==> src/rtl/sseg_pkg.sv <==
// sseg_pkg: shared widths, segment constants and hex-to-segment lookup for the scan controller
// Segment bit order is {g,f,e,d,c,b,a}, active-low (common-anode display).
package sseg_pkg;
  localparam int SEG_W = 7;
  localparam int DIGITS = 4;
  typedef logic [SEG_W-1:0] seg_t;
  localparam seg_t SEG_BLANK = 7'b1111111;
  localparam seg_t SEG_0 = 7'b1000000;
  localparam seg_t SEG_1 = 7'b1111001;
  localparam seg_t SEG_2 = 7'b0100100;
  localparam seg_t SEG_3 = 7'b0110000;
  localparam seg_t SEG_4 = 7'b0011001;
  localparam seg_t SEG_5 = 7'b0010010;
  localparam seg_t SEG_6 = 7'b0000010;
  localparam seg_t SEG_7 = 7'b1111000;
  localparam seg_t SEG_8 = 7'b0000000;
  localparam seg_t SEG_9 = 7'b0010000;
  localparam seg_t SEG_A = 7'b0001000;
  localparam seg_t SEG_B = 7'b0000011;
  localparam seg_t SEG_C = 7'b1000110;
  localparam seg_t SEG_D = 7'b0100001;
  localparam seg_t SEG_E = 7'b0000110;
  localparam seg_t SEG_F = 7'b0001110;
  function automatic seg_t hex_to_seg(input logic [3:0] nibble);
    case (nibble)
      4'h0: return SEG_0;
      4'h1: return SEG_1;
      4'h2: return SEG_2;
      4'h3: return SEG_3;
      4'h4: return SEG_4;
      4'h5: return SEG_5;
      4'h6: return SEG_6;
      4'h7: return SEG_7;
      4'h8: return SEG_8;
      4'h9: return SEG_9;
      4'hA: return SEG_A;
      4'hB: return SEG_B;
      4'hC: return SEG_C;
      4'hD: return SEG_D;
      4'hE: return SEG_E;
      default: return SEG_F;
    endcase
  endfunction
endpackage

==> src/rtl/sseg_scan_controller_if.sv <==
// sseg_scan_controller_if: value load strobe in, scanned digit select/cathodes/status out
// master: drives value_in/load, observes select, seg, frame_done, pending.
// slave : the scan controller side.
interface sseg_scan_controller_if;
  import sseg_pkg::*;
  logic [15:0] value_in;
  logic load;
  logic [$clog2(DIGITS)-1:0] select;
  seg_t seg;
  logic frame_done;
  logic pending;
  modport master (output value_in, load, input select, seg, frame_done, pending);
  modport slave (input value_in, load, output select, seg, frame_done, pending);
endinterface

==> src/rtl/sseg_hex_encoder.sv <==
// sseg_hex_encoder: combinational 4-bit nibble to active-low gfedcba segment pattern
// Ports: nibble (4) in, seg (7) out.
module sseg_hex_encoder
  import sseg_pkg::*;
(
  input  logic [3:0] nibble,
  output seg_t       seg
);
  assign seg = hex_to_seg(nibble);
endmodule

==> src/rtl/sseg_scan_controller.sv <==
// sseg_scan_controller: round-robin 4-digit seven-segment refresh with frame-aligned double buffering
// Ports: clk, rst_n (async, active-low), bus (slave modport: value_in, load, select, seg, frame_done, pending).
// Optional: define SSEG_LEADING_ZERO_BLANK_EN to blank leading zero digits 3..1.
module sseg_scan_controller
  import sseg_pkg::*;
#(
  parameter int REFRESH_DIV = 100000
) (
  input logic clk,
  input logic rst_n,
  sseg_scan_controller_if.slave bus
);
  localparam int CNT_W = $clog2(REFRESH_DIV);
  logic [CNT_W-1:0] prescaler;
  logic [$clog2(DIGITS)-1:0] select;
  logic [15:0] display_reg, pending_reg;
  logic pending, frame_done, tick, wrap, blank;
  logic [3:0] nibble;
  seg_t hex_seg;
  assign tick = prescaler == CNT_W'(REFRESH_DIV - 1);
  assign wrap = tick && select == 2'd3;
  assign nibble = display_reg[{select, 2'b00} +: 4];
  always_ff @(posedge clk or negedge rst_n) begin
    if (!rst_n) begin
      prescaler <= '0;
      select <= '0;
      display_reg <= '0;
      pending_reg <= '0;
      pending <= 1'b0;
      frame_done <= 1'b0;
    end else begin
      prescaler <= tick ? '0 : prescaler + 1'b1;
      select <= tick ? select + 1'b1 : select;
      frame_done <= wrap;
      // A load coinciding with the frame boundary bypasses the buffer so the newest value wins.
      display_reg <= wrap ? (bus.load ? bus.value_in : (pending ? pending_reg : display_reg)) : display_reg;
      pending_reg <= (!wrap && bus.load) ? bus.value_in : pending_reg;
      pending <= wrap ? 1'b0 : (bus.load ? 1'b1 : pending);
    end
  end
  sseg_hex_encoder u_enc (.nibble(nibble), .seg(hex_seg));
`ifdef SSEG_LEADING_ZERO_BLANK_EN
  // Digit k is blank when it and every higher nibble are zero; digit 0 always shows.
  assign blank = select != 2'd0 && (display_reg >> {select, 2'b00}) == 16'h0;
`else
  assign blank = 1'b0;
`endif
  assign bus.select = select;
  assign bus.seg = blank ? SEG_BLANK : hex_seg;
  assign bus.frame_done = frame_done;
  assign bus.pending = pending;
endmodule
==> src/flat_wrapper.sv <==
// flat-port wrapper written by rule: the top's interface ports become plain ports
module sseg_scan_controller_flat import sseg_pkg::*;
#(
  parameter int REFRESH_DIV = 100000
)
  (clk, rst_n, bus_value_in, bus_load, bus_select, bus_seg, bus_frame_done, bus_pending);
  sseg_scan_controller_if bus_i ();
  input logic clk;
  input logic rst_n;
  input wire logic [$bits(bus_i.value_in)-1:0] bus_value_in;
  input wire logic [$bits(bus_i.load)-1:0] bus_load;
  output wire logic [$bits(bus_i.select)-1:0] bus_select;
  output wire logic [$bits(bus_i.seg)-1:0] bus_seg;
  output wire logic [$bits(bus_i.frame_done)-1:0] bus_frame_done;
  output wire logic [$bits(bus_i.pending)-1:0] bus_pending;
  assign bus_i.value_in = bus_value_in;
  assign bus_i.load = bus_load;
  assign bus_select = bus_i.select;
  assign bus_seg = bus_i.seg;
  assign bus_frame_done = bus_i.frame_done;
  assign bus_pending = bus_i.pending;
  sseg_scan_controller #(.REFRESH_DIV(REFRESH_DIV)) u_core (.clk(clk), .rst_n(rst_n), .bus(bus_i));
endmodule
==> config.mk <==
export PLATFORM = sky130hd
export DESIGN_NAME = sseg_scan_controller_flat
export DESIGN_NICKNAME = d
export VERILOG_FILES = /design/src/rtl/sseg_pkg.sv /design/src/rtl/sseg_scan_controller_if.sv /design/src/rtl/sseg_hex_encoder.sv /design/src/rtl/sseg_scan_controller.sv /design/src/flat_wrapper.sv
export SDC_FILE = /design/constraint.sdc
export NUM_CORES = 1
export LEC_CHECK = 0
export ABC_AREA = 1
export ABC_CLOCK_PERIOD_IN_PS = 1700
export CORE_ASPECT_RATIO = 0.9
export CORE_UTILIZATION = 51
export DETAILED_ROUTE_END_ITERATION = 16
export GPL_TIMING_DRIVEN = 0
export PLACE_DENSITY = 0.75
export SLEW_MARGIN = 20
export SYNTH_ARGS = -nofsm -noshare
export SYNTH_HDL_FRONTEND = slang
export SYNTH_SLANG_ARGS = --single-unit
==> constraint.sdc <==
create_clock -name clk -period 1.7 [get_ports clk]
set_clock_uncertainty 0.05 [all_clocks]
set_input_delay 0.255 -clock clk [delete_from_list [all_inputs] [get_ports clk]]
set_output_delay 0.255 -clock clk [all_outputs]
set_load 0.01 [all_outputs]
# After elaboration in Yosys (flattened, before gate mapping)
# Memory sizes are Yosys's and may differ from the RTL's.
# Index checks and enable logic that the tools add are counted.
# word_totals
n_memories	1
output_inout_bits	11
word_cells	23
regBits	53
rom_bits	112
# op_classes
shifts	1
eq_ne	2
n_reduce_logical	6
n_mux	5
addsub	2
# mem_list
name	words	word_bits	read_ports	rd_clocked_by_memory_dff	write_ports	line_no	source
(no name shown)	16	7	1	0	0	sseg_pkg.sv:25	case (nibble)
# op_table
op	n
$mux 16	2
$add 17x1->17 const B	1
$eq 17x17->1 const B	1
$mux 17	1
$shiftx 16x5->4	1
$reduce_bool 2->1	2
$add 2x1->2 const B	1
$eq 2x2->1 const B	1
$logic_and 1x1->1	2
$mux 1	2
$reduce_and 2->1	1
$logic_not 1->1	1

# Logic depth before layout (Yosys ltp)
# depth
depth_word	4
ltp_mapped	11
ltp_nobuf	10

# Modules after synthesis
# Synthesis repeated with hierarchy kept, for this count alone.
# unflattened
cells_unflattened	380
area_unflattened_um2	3083.0
# modules_own_cells
module	cells_each	area_per_inst_um2	n_inst	seq_area_each_um2
sseg_scan_controller	331	2808.9	1	1326.3
sseg_hex_encoder	49	274.0	1	0.0

# Worst setup path before layout
# Ideal clock, no wire load.
# synth_path
path_kind	register to output
start	register u_core.select[0] (netlist: u_core.bus.select[0])
end	output port bus_seg[3]
required_ns	1.395
stages_incl_launch_ff	10
arrival_ns	1.619
path_slack_ns	-0.224
n_path_buf	1
cell_sequence	dfrtp_1 > buf_4 > inv_2 > nand2_1 > nand3_1 > nand2_1 > ha_1 > nand2_1 > nand2_1 > o21ai_0
# synth_between
elab_chain_cells	2
# synth_rtl
element	line_no	source
start: declaration	sseg_scan_controller.sv:15	logic [$clog2(DIGITS)-1:0] select;
start signal: assignment	sseg_scan_controller.sv:33	select <= tick ? select + 1'b1 : select;
$shiftx 16x5->4	sseg_scan_controller.sv:22	assign nibble = display_reg[{select, 2'b00} +: 4];
$mem_v2 16x7	--	
end: declaration	flat_wrapper.sv:13	output wire logic [$bits(bus_i.seg)-1:0] bus_seg;
# No other way between the ends.

# Final worst setup path
# layout_path
start	register u_core.select[0] (netlist: u_core.bus.select[0])
end	output port bus_seg[4]
# Same word-level chain as after synthesis.

==> impl_metrics.csv <==
group,metric,value,unit
worst_setup_path,slowest_delay,430,ps
floorplan,die_h,75.1,um
floorplan,core_area,5690,um2
route,dr.pass1.iters,4,
timing,slew_viol_final,0,
route,vias,2633,
floorplan,initial_core_util,53.1,%
power,p_leak,1.94,nW
floorplan,io_pins,30,
clock_tree,clockBufferDepth,2,
clock_tree,root_buffer,"clkbuf_8",
power,vdd_drop_max,0.000474,V
worst_setup_path,cp-end-kind,"primary output",
timing,fmax,454,MHz
synth,yosys_warnings,0,
synth,post_synth_fa_ha_maj_area_fraction,3.31,%
power,comb_power_share,8.2,%
floorplan,rows,26,
clock_tree,cts_tree,"yes",
worst_setup_path,critPathSlowestCell,"dfrtp_1",
timing,worst_slew_pin_slew,673,ps
clock_tree,htreeDepth,2,
synth,ys_types,29,
synth,syn_nets,409,
clock_tree,cts_sinks,53,
route,drt-initial-drc-count,149,
finish,area_delta_synth_final,27.0,%
worst_setup_path,critical_path.top_delay_family,"simple AND/OR/NAND/NOR gates",
synth,synth_top_area_share,43.8,%
route,wl_per_cell,13.9,um
finish,largest_register_ffs,17,
global_route,grt_remaining_overflow,0,
timing,grt_setup_unrepaired,"true",
finish,mostFrequentLayoutCell,"nand2_1",
power,sequentialPowerShare,59.8,%
route,viasPerCell,5.23,
power,p_int,1.68,mW
floorplan,die_w,83.2,um
worst_setup_path,cp_data_required_time,1390,ps
synth,yosys.area_share.simple,35.5,%
worst_setup_path,criticalPathCategory,"reg2out",
floorplan,dieArea,6240,um2
clock_tree,clock_latency,310,ps
global_route,grt_max_degree,54,
synth,synth_top_area_cell,"dfrtp_1",
timing,whs,272,ps
route,wl_met2,3330,um
finish,multi_input_area,1720,um2
timing,max-slew-margin-rel,55.2,%
route,antenna_left,0,
timing,setup_ws,-502,ps
finish,seq_area,1330,um2
flow_run,maxCapViolations,0,
timing,period_share,130,%
power,swShare,23.5,%
route,drt-met1-wl,3290,um
min_path,min_path_type,"in2reg",
synth,synth_edf_count,0,
route,top_layer,"met4",
global_route,grt_pass1_vias,2409,
placement,portBuffers,28,
power,p_sw,0.514,mW
worst_setup_path,arrival,1900,ps
timing,final-hold-violation-count,0,
synth,synth_xor_area_share,2.32,%
synth,synthTopCellsByArea,"dfrtp_1, nand2_1, nand3_1, mux2_2, nor2_1",
synth,synthArstFlopShare,100,%
route,drc,0,
synth,yosysSeqAreaShare,43.8,%
timing,setup_viol,27,
clock_tree,cts.clk_slew.worst_paths,90,ps
run_status,outcome,"complete, but fails checks",
global_route,grt_pass1_wl,11000,um
clock_tree,cts_buffers,5,
synth,netlist_area,3030,um2
global_route,grtUsageTotal,22.1,%
synth,synth_compound_area_share,2.15,%
synth,synth_cells,382,
finish,antenna_cells,0,
finish,fin_util,67.5,%
power,power.share.clock,32.0,%
route,routed_wl,7010,um
worst_setup_path,cp-start-kind,"flip-flop",
worst_setup_path,path_buf_inv,4,
global_route,antenna_found_initial,0,
synth,syn_area_per_cell,7.92,um2
synth,synth_mux_area_share,5.96,%
synth,synth-seq-cells,53,
finish,nets,459,
worst_setup_path,path_cells,"buf_6, clkinv_8, nand2_4, nand3_4, nand2_8, inv_4, ha_1, nand2_2, a21oi_2, nor2_1, buf_2",
synth,synth-main-ff-cell,"dfrtp_1",
power,p_per_area,570,nW/um2
finish,fillCellCount,457,
synth,synth_top_family_by_area,"simple AND/OR/NAND/NOR gates",
placement,dpl.hpwl,4550,um
route,wl_met3,287,um
timing,layout_min_cycle_time,2200,ps
finish,drive_gt1_share,23.8,%
run_status,violations,"setup timing",
finish,mostFrequentLayoutCells,"nand2_1, dfrtp_1, nand3_1",
worst_setup_path,critPathMaxFanout,6,
placement,place.gp.congestion,0.833,
-- Yosys cell counts, drive strengths merged, types with 5 or more instances --
| cell | number |
|---|---|
| buf | 12 |
| mux2 | 16 |
| a21oi | 5 |
| ha | 8 |
| nand2 | 135 |
| xor2 | 6 |
| o21ai | 8 |
| inv | 32 |
| dfrtp | 53 |
| nand4 | 19 |
| nand3 | 42 |
| nor3 | 5 |
| nor2 | 34 |
-- per-layer routing --
metal  up-vias  track usage [%]
li1       1333                -
met1      1235             29.8
met2        55             36.6
met3        10             3.73
met4         0             8.43
met5         -                0
-- area by class of cell --
| class | instances | share of cell area [%] |
|---|---|---|
| Clock buffer | 7 | 1.99 |
| Buffer | 13 | 2.31 |
| Timing Repair Buffer | 44 | 10.2 |
| Sequential cell | 53 | 34.5 |
| Inverter | 33 | 3.81 |
| Clock inverter | 1 | 0.195 |
| Multi-Input combinational cell | 282 | 44.6 |
| Tap cell | 70 | 2.28 |
-- power groups by stage --
stage	Combinational (mW)	Sequential (mW)	Clock, mW
final	0.179	1.31	0.702
after global routing	0.200	1.31	0.762
after CTS	0.182	1.31	0.721
after detailed placement	0.178	1.33	0
after global placement	0.177	1.33	0
after floorplan	0.0910	1.33	0
-- stage by stage --
| stage | setup slack (ps) | power, mW | area [um2] | instances | TNS, ps |
|---|---|---|---|---|---|
| 2_1_floorplan | -32.7 | 1.42 | 3040 | 382 | -84.9 |
| 3_3_place_gp | -1290 | 1.51 | 3410 | 480 | -75260 |
| 3_5_place_dp | -651 | 1.51 | 3410 | 480 | -8410 |
| 4_1_cts | -443 | 2.21 | 3700 | 499 | -4820 |
| 5_1_grt | -590 | 2.28 | 3840 | 503 | -9430 |
| 6_report | -502 | 2.19 | 3840 | 503 | -5690 |
-- repair_timing --
| item | CTS | global route |
|---|---|---|
| pin swaps | 10 | 4 |
| gates cloned | 1 | 0 |
| setup buffers | 10 | 4 |
| endpoints found under the hold margin | 53 | 0 |
| setup endpoints to repair | 40 | 41 |
| gates resized for setup | 74 | 23 |
| hold buffers | 1 | 0 |
-- worst paths after layout --
| path | end | slack [ps] | cells past startpoint | from |
|---|---|---|---|---|
| setup / recovery | bus_seg[4] | -500 | 11 | u_core.bus.select[0] |
| hold / removal | u_core.bus.pending | 270 | 3 | bus_load |
| setup reg to reg | u_core.pending_reg[6] | -160 | 6 | u_core.bus.select[0] |
| hold reg to reg | u_core.pending_reg[12] | 430 | 2 | u_core.pending_reg[12] |
| max in group asynchronous | u_core.bus.select[1] | 650 | 2 | rst_n |
| min in group asynchronous | u_core.display_reg[11] | 470 | 2 | rst_n |
-- worst min-delay path, delay by kind of cell --
family        cells  cell delay, ps
simple gates      2             180
buf+inv           1             160
-- kinds of logic (layout without fill, tap and decap cells) --
logic type / after synthesis / count (layout)
buffers and inverters: 47 / 98
multiplexers: 16 / 16
AO/OA/AOI/OAI: 13 / 13
XOR/XNOR: 8 / 8
AND/OR/NAND/NOR: 237 / 237
flip-flops: 53 / 53
adder cells (fa/ha/maj): 8 / 8
Note: power is estimated with default switching activity, not from simulation.
